File: src/rtl/rr_bus_arbiter_if.sv
// Bus-request/grant bundle between the requesting masters and rr_bus_arbiter.
// master modport: requester side. slave modport: arbiter side.
interface rr_bus_arbiter_if #(
  parameter int NUM_MASTERS = 4
);
  localparam int SEL_W = $clog2(NUM_MASTERS);

  logic [NUM_MASTERS-1:0] breq;
  logic [NUM_MASTERS-1:0] bgrant;
  logic [SEL_W-1:0]       msel;
  logic                   bus_busy;
  logic                   preempt;

  modport master (output breq, input bgrant, msel, bus_busy, preempt);
  modport slave  (input breq, output bgrant, msel, bus_busy, preempt);
endinterface

File: src/rtl/rr_bus_arbiter.sv
// Round-robin bus arbiter: IDLE -> GRANT -> TURN, one dead cycle between owners,
// registered one-hot grants, msel tracks the current/most recent owner.
// Optional tenure timeout is compiled in with macro ARB_TIMEOUT_EN; without it
// tenure is unbounded and preempt is tied low.
module rr_bus_arbiter #(
  parameter int NUM_MASTERS = 4,
  parameter int MAX_HOLD    = 64
) (
  input  logic             clk,
  input  logic             rst,
  rr_bus_arbiter_if.slave  bus
);
  localparam int SEL_W = $clog2(NUM_MASTERS);

  // Elaboration-time parameter range checks.
  if (NUM_MASTERS < 2 || NUM_MASTERS > 8) begin : g_bad_masters
    $error("rr_bus_arbiter: NUM_MASTERS out of range 2..8");
  end
  if (MAX_HOLD < 2 || MAX_HOLD > 1024) begin : g_bad_hold
    $error("rr_bus_arbiter: MAX_HOLD out of range 2..1024");
  end

  typedef enum logic [1:0] {IDLE, GRANT, TURN} state_t;

  state_t                 state_q, state_d;
  logic [NUM_MASTERS-1:0] bgrant_q, bgrant_d;
  logic [SEL_W-1:0]       msel_q, msel_d;
  logic [SEL_W-1:0]       last_q, last_d;

  logic                   win_found;
  logic [SEL_W-1:0]       win_idx;
  logic [SEL_W-1:0]       cand;
  logic                   owner_req;
  logic                   other_req;

`ifdef ARB_TIMEOUT_EN
  localparam int              HOLD_W   = $clog2(MAX_HOLD);
  localparam logic [HOLD_W-1:0] HOLD_MAX = HOLD_W'(MAX_HOLD - 1);
  logic [HOLD_W-1:0] hold_q, hold_d;
  logic              preempt_q, preempt_d;
`endif

  // Round-robin pick: first requester scanning upward from last+1 with wrap.
  always_comb begin
    win_found = 1'b0;
    win_idx   = '0;
    cand      = '0;
    for (int k = 1; k <= NUM_MASTERS; k++) begin
      cand = SEL_W'((int'(last_q) + k) % NUM_MASTERS);
      if (!win_found && bus.breq[cand]) begin
        win_found = 1'b1;
        win_idx   = cand;
      end
    end
  end

  // Owner still requesting / anyone else waiting (bgrant_q is one-hot in GRANT).
  assign owner_req = |(bus.breq & bgrant_q);
  assign other_req = |(bus.breq & ~bgrant_q);

  // Next-state and registered-output logic.
  always_comb begin
    state_d  = state_q;
    bgrant_d = bgrant_q;
    msel_d   = msel_q;
    last_d   = last_q;
`ifdef ARB_TIMEOUT_EN
    hold_d    = hold_q;
    preempt_d = 1'b0;
`endif
    case (state_q)
      IDLE, TURN: begin
        bgrant_d = '0;
        if (win_found) begin
          state_d           = GRANT;
          bgrant_d[win_idx] = 1'b1;
          msel_d            = win_idx;
          last_d            = win_idx;
`ifdef ARB_TIMEOUT_EN
          hold_d            = '0;
`endif
        end else begin
          state_d = IDLE;
        end
      end
      GRANT: begin
        if (!owner_req) begin
          state_d  = TURN;
          bgrant_d = '0;
        end
`ifdef ARB_TIMEOUT_EN
        // Forced end of tenure; owner is already "last", so lowest priority.
        else if (hold_q == HOLD_MAX && other_req) begin
          state_d   = TURN;
          bgrant_d  = '0;
          preempt_d = 1'b1;
        end else if (hold_q != HOLD_MAX) begin
          hold_d = hold_q + 1'b1;
        end
`endif
      end
      default: begin
        state_d  = IDLE;
        bgrant_d = '0;
      end
    endcase
  end

  // Core state register; reset drops grants immediately.
  always_ff @(posedge clk or posedge rst) begin
    if (rst) begin
      state_q  <= IDLE;
      bgrant_q <= '0;
      msel_q   <= '0;
      last_q   <= SEL_W'(NUM_MASTERS - 1);
    end else begin
      state_q  <= state_d;
      bgrant_q <= bgrant_d;
      msel_q   <= msel_d;
      last_q   <= last_d;
    end
  end

`ifdef ARB_TIMEOUT_EN
  // Hold counter and one-cycle preempt pulse.
  always_ff @(posedge clk or posedge rst) begin
    if (rst) begin
      hold_q    <= '0;
      preempt_q <= 1'b0;
    end else begin
      hold_q    <= hold_d;
      preempt_q <= preempt_d;
    end
  end
  assign bus.preempt = preempt_q;
`else
  assign bus.preempt = 1'b0;
`endif

  assign bus.bgrant   = bgrant_q;
  assign bus.msel     = msel_q;
  assign bus.bus_busy = |bgrant_q;

endmodule

File: src/flat_wrapper.sv
// flat-port wrapper written by rule: the top's interface ports become plain ports
module rr_bus_arbiter_flat 
#(
  parameter int NUM_MASTERS = 4,
  parameter int MAX_HOLD    = 64
)
  (clk, rst, bus_breq, bus_bgrant, bus_msel, bus_bus_busy, bus_preempt);
  rr_bus_arbiter_if #(.NUM_MASTERS(NUM_MASTERS)) bus_i ();
  input  logic clk;
  input  logic rst;
  input wire logic [$bits(bus_i.breq)-1:0] bus_breq;
  output wire logic [$bits(bus_i.bgrant)-1:0] bus_bgrant;
  output wire logic [$bits(bus_i.msel)-1:0] bus_msel;
  output wire logic [$bits(bus_i.bus_busy)-1:0] bus_bus_busy;
  output wire logic [$bits(bus_i.preempt)-1:0] bus_preempt;
  assign bus_i.breq = bus_breq;
  assign bus_bgrant = bus_i.bgrant;
  assign bus_msel = bus_i.msel;
  assign bus_bus_busy = bus_i.bus_busy;
  assign bus_preempt = bus_i.preempt;
  rr_bus_arbiter #(.NUM_MASTERS(NUM_MASTERS), .MAX_HOLD(MAX_HOLD)) u_core (.clk(clk), .rst(rst), .bus(bus_i));
endmodule
File: config.mk
export PLATFORM = sky130hd
export DESIGN_NAME = rr_bus_arbiter_flat
export DESIGN_NICKNAME = d
export VERILOG_FILES = /design/src/rtl/rr_bus_arbiter_if.sv /design/src/rtl/rr_bus_arbiter.sv /design/src/flat_wrapper.sv
export SDC_FILE = /design/constraint.sdc
export NUM_CORES = 1
export LEC_CHECK = 0
export ABC_AREA = 1
export BUFFER_PORTS_ARGS = -buffer_cell sky130_fd_sc_hd__buf_2
export CAP_MARGIN = 20
export CORE_MARGIN = 4
export CORE_UTILIZATION = 56
export CTS_BUF_LIST = sky130_fd_sc_hd__clkbuf_8 sky130_fd_sc_hd__clkbuf_16
export DETAILED_ROUTE_END_ITERATION = 12
export GPL_ROUTABILITY_DRIVEN = 0
export HOLD_SLACK_MARGIN = 0.1
export PLACE_DENSITY_LB_ADDON = 0.25
export SYNTH_ARGS = -nofsm -noshare
export SYNTH_HDL_FRONTEND = slang
export SYNTH_SLANG_ARGS = --single-unit
File: constraint.sdc
create_clock -name clk -period 4.1 [get_ports clk]
set_clock_uncertainty 0.1 [all_clocks]
set_input_delay 0.41 -clock clk [delete_from_list [all_inputs] [get_ports clk]]
set_output_delay 0.41 -clock clk [all_outputs]
set_load 0.01 [all_outputs]
==> results of run 1 <==
## how the worst max path moves through the flow
stage	from	to	slack, ns	cells after the start
after CTS	u_core.last_q[0]	u_core.bus.bgrant[1]	2.30	11
after global placement	u_core.last_q[0]	u_core.bus.bgrant[0]	2.34	13
after detailed placement	u_core.last_q[0]	u_core.bus.bgrant[1]	2.31	11
final	u_core.last_q[0]	u_core.bus.bgrant[1]	2.28	11
after global routing	u_core.last_q[0]	u_core.bus.bgrant[3]	2.14	10
after floorplan	u_core.last_q[0]	u_core.bus.bgrant[0]	2.40	15
## registers in the layout, indices dropped and copies added (netlist names)
signal,flops
u_core.last_q,2
u_core.state_q,2
u_core.bus.bgrant,4
u_core.bus.msel,2
## routing by layer
layer / wire length (um) / share of wire (%)
met1: 688 / 46
met2: 716 / 47
met3: 78 / 5.2
met4: 27 / 1.8
met5: 0 / 0
## logic make-up (layout without fill, tap and decap cells)
group / count (synthesis) / after routing / synth area share, %
AOI/OAI and AO/OA: 6 / 6 / 4.59
buffers and inverters: 21 / 35 / 14.1
DFF: 10 / 10 / 34.4
other: 1 / 1 / 0.510
and+or+nand+nor: 73 / 73 / 46.4
## per-stage QoR
stage | cell area [um^2] | setup slack [ns]
finish | 835 | 2.28
global route | 835 | 2.14
CTS | 835 | 2.30
detailed placement | 779 | 2.31
global placement | 779 | 2.34
floorplan | 736 | 2.40
## power by group through the flow
stage / sequential (uW) / combinational [uW] / clock, uW
finish: 186 / 445 / 101
global route: 191 / 505 / 109
CTS: 185 / 447 / 104
detailed placement: 186 / 442 / 0
global placement: 184 / 436 / 0
floorplan: 180 / 377 / 0
## cells in the final DEF, fill, tap and decap left out, drive strengths merged, types with 3 or more instances in the layout
cell	netlist	routed
o21ai	3	3
clkbuf	0	3
nand3	8	8
buf	3	12
dfrtp	8	8
nand2	53	53
nor2	8	8
inv	18	19
## final cells by class
| type | instances | area [um^2] | area share, % |
|---|---|---|---|
| Sequential cell | 10 | 253 | 30.3 |
| Tap cell | 14 | 17.5 | 2.10 |
| Multi-Input combinational cell | 80 | 379 | 45.4 |
| Clock inverter | 1 | 3.75 | 0.450 |
| Inverter | 18 | 70.1 | 8.40 |
| Timing Repair Buffer | 13 | 70.1 | 8.40 |
| Clock buffer | 3 | 41.3 | 4.95 |
==> impl_metrics.ini, run 1 <==
[global_routing]
grt_start_max_net_pins = 12
use_met2_pct = 27.0
grt_overflow = 0
met1_usage_pct = 22.1
first_global_vias = 605
use_met3_pct = 2.44
grt-busiest-layer = met2
track_usage_pct = 16.7
grt_antenna_before_repair = 0
grt_pass1_wl_mm = 2.43

[route]
wl_mm = 1.51
via_per_inst = 5.00
post-route-drc-count = 0
drtPass1Iterations = 4
drtIter0Drc = 16
wire_per_inst_um = 10.9
dr_total_vias = 695
postRouteAntennaNets = 0

[power_and_ir_drop]
p_leak_uw = 0.000487
combPwrFrac_pct = 60.8
p_clk_share_pct = 13.8
internal_power_uw = 365
ir_drop_v = 0.000493
power.density_mw_per_mm2 = 876
p_seq_share_pct = 25.4
power.switching_uw = 366
power_uw = 731
switching_share_pct = 50.1

[run_status]
status = complete, no violations

[placement]
dp.cells = 134
io_buffers = 12
dp_hpwl_mm = 1.20

[clock_tree]
cts-hold-fix-buffers = 1
insertion_delay_ns = 0.24
clk_path_buf_depth = 2
cts_buffers = 3
htreeDepth = 1
cts_setup_buffers = 0
cts_tree = done
cts_resized = 0
cts-root-buf = clkbuf_8
cts.clk_slew.worst_paths_ns = 0.05
cts_sinks = 10

[synthesis]
synth_cells = 111
ys_top_cells_by_count = nand2_1 (39), inv_1 (15), nand2_2 (14)
synth_area_leader_cell = dfrtp_1
synth_edf_count = 0
synth_cell_types = 22
syn_area_um2 = 736
synthFlopType = dfrtp_1
synth-warning-count = 0
yosysSeqAreaShare_pct = 34.4
ys_async_sr_fraction_pct = 100
synth_fp_nets = 117
yosysMostFrequentCell = nand2_1
synth_area_leaders = dfrtp_1 (27%), nand2_1 (20%), nand2_2 (12%), inv_1 (7.7%), dfstp_2 (7.1%)
synth_area_per_cell_um2 = 6.63
synth_seq_cells = 10
synth_top_area_share_pct = 27.2

[floorplanning]
coreArea_mm2 = 0.00117
dieHeight_um = 44.2
ios = 14
rows = 12
fp.dieW_um = 44.2
start_util_pct = 62.8
die_area_mm2 = 0.00196

[finish]
n_antenna_cell = 0
stdcell_count = 139
layout-drive-gt1-share_pct = 29.6
final_net_count = 132
area_growth_pct = 13.4
utilization_pct = 71.3
fillers = 97

[critical_path]
worstSetupStartpointType = flip-flop
crit_type = reg2reg
worstPathRequired_ns = 4.13
ff2ff_path_depth = 11
cp-end-kind = flip-flop
crit_arrival_ns = 1.85
cp_top_family = simple AND/OR/NAND/NOR gates
reg2reg_slack_ns = 2.28
path_cells = inv_4 > nand2_1 > nand2_1 > nand2_2 > nand2_2 > nor2_4 > nand3_1 > nand3_1 > inv_1 > nand3_1 > nand2_1
crit_buf_inv = 2
r2r-end = u_core.bus.bgrant[1]
r2r_start = u_core.last_q[0]
slowest_delay_ns = 0.61
cpMaxStageDelayCell = dfstp_2
cp_max_fo = 11

[sta]
final_hold_viol_count = 0
fmax_mhz = 549
finalSetupTns_ns = 0
tightest_slew_ns = 0.639
rsz0062_at_grt = false
setup-violations-final = 0
slew_headroom_pct = 57.1
finalCritPeriodShare_pct = 44.5
period_minus_slack_ns = 1.82
drv_slew = 0
holdWs_ns = 0.350

[worst_hold_path]
hp-class = reg2reg
holdPathEnd = u_core.state_q[1]
whs_path_depth = 1
worstHoldStart = u_core.state_q[1]

[run]
maxCapViolations = 0
Power figures use the tool's default switching activity.
==> run 2, diff against run 1 <==
ABC_AREA = 0   (was 1)
CORE_AREA = 4 4 41 43   (was unset)
CORE_MARGIN = unset   (was 4)
CORE_UTILIZATION = unset   (was 56)
DIE_AREA = 0 0 45 47   (was unset)
clock period = 1.5 ns   (was 4.1 ns; I/O delays follow)
==> run 2 against run 1 <==
  * Critical path type is now reg2out
  * Largest power group unchanged
  * First-iteration DRC count fell by 63%
  * Hold slack got worse by 0.18 ns
  * Largest cell class unchanged
  * The run now ends with setup timing left
  * Synthesized cell count fell by 57%
  * Register-to-register slack got worse by 2.2 ns
  * Area after synthesis fell by 32%
  * Critical path depth fell by 9
==> impl_metrics.ini, run 2 <==
[run_status]
status = finished with violations
violations = setup timing

[finish]
stdcell_count = 83
largest_reg_flops = 4
design_area_um2 = 708
layout-drive-gt1-share_pct = 47.1
n_antenna_cell = 0
mostFrequentLayoutCells = buf_2 (12), dfrtp_1 (8), nor2_1 (4), o2bb2ai_2 (4), clkbuf_8 (4)
final_net_count = 75
layout_commonest_cell = buf_2
fillers = 130
area_growth_pct = 41.5
utilization_pct = 54.4

[worst_hold_path]
whs_path_depth = 4
hp-class = in2reg

[route]
dr_total_vias = 436
drtIter0Drc = 6
wire_per_inst_um = 13.7
wl_mm = 1.14
drtPass1Iterations = 2
post-route-drc-count = 0
postRouteAntennaNets = 0
via_per_inst = 5.25

[clock_tree]
cts_tree = done
cts.clk_slew.worst_paths_ns = 0.05
clk_path_buf_depth = 2
htreeDepth = 1
cts_buffers = 3
cts_sinks = 10
cts-root-buf = clkbuf_8
insertion_delay_ns = 0.24

[floorplanning]
coreArea_mm2 = 0.00130
die_area_mm2 = 0.00212
dieHeight_um = 47
start_util_pct = 38.5
rows = 13
fp.dieW_um = 45
ios = 14

[sta]
setup-violations-final = 1
final_hold_viol_count = 0
slew_headroom_pct = 65.1
fmax_mhz = 660
finalCritPeriodShare_pct = 101
period_minus_slack_ns = 1.51
tightest_slew_ns = 0.515
setup_ws_ns = -0.0145
drv_slew = 0
rsz0062_at_grt = true

[synthesis]
synth_fp_nets = 54
synth_edf_count = 0
yosysSeqAreaShare_pct = 50.5
syn_area_um2 = 500
synth_area_per_cell_um2 = 10.4
yosysMostFrequentCell = dfrtp_1
synth_cell_types = 24
synthFlopType = dfrtp_1
synth_area_leaders = dfrtp_1 (40%), dfstp_2 (11%), o2bb2ai_1 (7.0%), o21ai_0 (5.0%), a21oi_4 (3.2%)
ys_top_cells_by_count = dfrtp_1 (8), o21ai_0 (5), nor2_1 (4), o2bb2ai_1 (4), inv_1 (3)
synth_area_leader_cell = dfrtp_1
synth-warning-count = 0
synth_seq_cells = 10
synth_cells = 48
synth_top_area_share_pct = 40.0
ys_async_sr_fraction_pct = 100

[global_routing]
track_usage_pct = 12.7
grt_antenna_before_repair = 0
grt_pass1_wl_mm = 1.86
grt_start_max_net_pins = 11
grt_overflow = 0
first_global_vias = 413

[placement]
dp.cells = 75
place_ws_ns = 0.0505
dp_hpwl_um = 789
io_buffers = 12
place_area_um2 = 579

[power_and_ir_drop]
power_uw = 1540
ir_drop_v = 0.00108
p_leak_uw = 0.000334
power.density_mw_per_mm2 = 2170

[run]
maxCapViolations = 0

[critical_path]
cp_max_fo = 4
cp-end-kind = primary output
crit_arrival_ns = 1.26
worstPathRequired_ns = 1.25
ff2ff_path_depth = 4
crit_type = reg2out
worstSetupStartpointType = flip-flop
==> run 2: changes by cell type after synthesis, sizes merged, moves of 3 or more <==
cell,delta
nor2,-3
a21oi,+3
o2bb2ai,+4
inv,-15
nand3,-8
nand2,-52
==> run 2: repair_timing <==
action                                  in CTS  in global routing
pin swaps                                    0                  7
gates resized for setup                      0                 12
hold buffers                                 1                  0
hold endpoints to repair                    10                  0
endpoints found under the setup margin       1                  7
setup buffers                                2                  1
==> run 2: report_power, final <==
group          total [uW]  switching (uW)  internal, uW
combinational         687             348           339
sequential            515            99.7           415
clock                 335             104           231
==> run 2: critical path, cell delays in order, from the launching register on <==
cell and delay [ns]:
dfrtp_1 0.42, or4_1 0.46, buf_2 0.15
==> run 2: metrics by stage <==
step                hold slack (ns)  TNS (ns)
finish                        0.166   -0.0145
global route                  0.215    -0.155
CTS                           0.181  -0.00474
detailed placement           0.0416         0
global placement             0.0354         0
floorplan                    -0.111         0
==> run 2: worst paths after layout <==
check / start / to / slack (ns)
min in group asynchronous: rst / u_core.bus.msel[0] / 0.33
max reg2reg: u_core.last_q[0] / u_core.bus.bgrant[3] / 0.04
max in group asynchronous: rst / u_core.last_q[0] / 0.66
max: u_core.bus.bgrant[3] / bus_bus_busy / -0.01
min: bus_breq[1] / u_core.state_q[1] / 0.17
min reg2reg: u_core.state_q[1] / u_core.state_q[1] / 0.32
==> run 2: kinds of logic after synthesis <==
| logic type | share of synthesized area (%) |
|---|---|
| buf+inv | 3.75 |
| simple gates | 18.3 |
| other cells | 0.749 |
| compound gates | 26.8 |
| flops | 50.5 |
==> run 2: area by class of cell <==
cell class                      instances  area [um^2]  share of cell area (%)
Clock buffer                            4         55.1                    7.77
Inverter                                3         11.3                    1.59
Multi-Input combinational cell         34          263                    37.1
Sequential cell                        10          253                    35.7
Tap cell                               15         18.8                    2.65
Timing Repair Buffer                   17          108                    15.2
==> run 2: layer usage <==
metal	vias up	share of wire [%]	GRT usage [%]
met4	0	2.1	10.5
met3	2	5.6	2.30
li1	212	-	-
met5	-	0	0
met2	13	45	18.1
met1	209	47	16.6
==> run 3, diff against run 2 <==
PLACE_DENSITY_LB_ADDON = unset   (was 0.25)
==> run 3 against run 2 <==
  * The run still ends with setup timing left
  * Total power grew 1.0%
  * Die area is the same
  * Flip-flop and latch count unchanged
  * Largest power group unchanged
==> impl_metrics.ini, run 3 (synthesis gave the netlist of run 2 again) <==
[run_status]
status = finished with violations
violations = setup timing

[critical_path]
cpMaxStageDelayCell = or4_4
crit_arrival_ns = 1.31
worstPathRequired_ns = 1.25
crit_type = reg2out
cp-end-kind = primary output
cp_top_family = simple AND/OR/NAND/NOR gates
worstSetupStartpointType = flip-flop
path_cells = or4_4 > buf_6
slowest_delay_ns = 0.53
crit_buf_inv = 1
cp_max_fo = 4

[clock_tree]
cts_tree = done
htreeDepth = 1
cts_sinks = 10
insertion_delay_ns = 0.23
clk_path_buf_depth = 2
cts-root-buf = clkbuf_8
cts_buffers = 3
cts.clk_slew.worst_paths_ns = 0.05

[route]
drtIter0Drc = 6
via_per_inst = 5.12
wire_per_inst_um = 13.3
wl_met3_um = 54
post-route-drc-count = 0
wl_met1_um = 513
dr_total_vias = 430
wl_mm = 1.12
wl_met2_um = 521
postRouteAntennaNets = 0
top_signal_layer_used = met4
drtPass1Iterations = 5

[floorplanning]
fp.dieW_um = 45
ios = 14
coreArea_mm2 = 0.00130
rows = 13
die_area_mm2 = 0.00212
start_util_pct = 38.5
dieHeight_um = 47

[power_and_ir_drop]
power.density_mw_per_mm2 = 2220
ir_drop_v = 0.000957
p_leak_uw = 0.000337
power_uw = 1550

[finish]
layout-drive-gt1-share_pct = 43.5
n_antenna_cell = 0
largest_reg_flops = 4
layout_commonest_cell = buf_2
mostFrequentLayoutCells = buf_2 (11), dfrtp_1 (8), o21ai_0 (5)
fillers = 118
area_growth_pct = 40.0
final_net_count = 76

[sta]
setup_ws_ns = -0.0589
rsz0062_at_grt = true
fmax_mhz = 641
tightest_slew_ns = 0.503
holdWs_ns = 0.302
period_minus_slack_ns = 1.56
setup-violations-final = 1
finalCritPeriodShare_pct = 104
drv_slew = 0
slew_headroom_pct = 66.1
final_hold_viol_count = 0
finalSetupTns_ns = -0.0589

[run]
maxCapViolations = 0

[placement]
place_ws_ns = 0.0500
io_buffers = 12
dp_hpwl_um = 781

[global_routing]
first_global_vias = 425
grt_pass1_wl_mm = 1.82
grt_antenna_before_repair = 0
grt_overflow = 0
grt_start_max_net_pins = 11
track_usage_pct = 12.0

[worst_hold_path]
hp-class = in2reg
==> run 3: worst min-delay path, delay by kind of cell <==
kind	cells	cell delay, ns
simple gates	2	0.12
buf+inv	2	0.24
compound gates	1	0.09
==> run 3: where the power goes <==
group          switching (uW)  internal, uW  leakage, uW  total (uW)
Clock                    96.9           230    0.0000288         327
Sequential                104           416     0.000123         520
Combinational             320           386     0.000185         706
Total                     521          1030     0.000337        1550
==> run 3: through the flow <==
stage	util, %	instance area (um^2)	std cells
3_3_place_gp	44.5	579	75
2_1_floorplan	-	500	48
3_5_place_dp	44.5	579	75
5_1_grt	53.8	701	84
6_report	53.8	701	84
4_1_cts	51.2	667	83
==> run 3: what timing repair did <==
item / CTS / global route
pin swaps: 0 / 4
hold endpoints to repair: 10 / 0
hold buffers: 1 / 0
gates resized for setup: 0 / 5
endpoints found under the setup margin: 1 / 8
gates cloned: 0 / 0
buffers inserted: 3 / 1
==> run 3: worst paths after layout <==
kind,startpoint,to,slack (ns),cells after the start
worst max-delay path,u_core.bus.bgrant[1],bus_bus_busy,-0.06,2
worst min-delay path,bus_breq[2],u_core.state_q[1],0.30,5
worst max register to register,u_core.bus.bgrant[0],u_core.state_q[0],0.02,5
worst min register to register,u_core.state_q[1],u_core.state_q[1],0.32,1
max in group asynchronous,rst,u_core.last_q[0],0.66,3
min in group asynchronous,rst,u_core.bus.bgrant[1],0.33,3
==> run 3: cell type report <==
cell class	instances	area, um^2	share of cell area, %
clock buffers	4	55.1	7.86
inverters	3	11.3	1.61
multi-input cells	34	245	35.0
flip-flops and latches	10	253	36.1
well taps	15	18.8	2.68
repair buffers	18	118	16.8
==> run 3: per-layer routing <==
metal / vias up / GRT usage (%)
met5: - / 0
met1: 197 / 15.8
met3: 4 / 1.53
met2: 13 / 18.1
li1: 216 / -
met4: 0 / 8.77
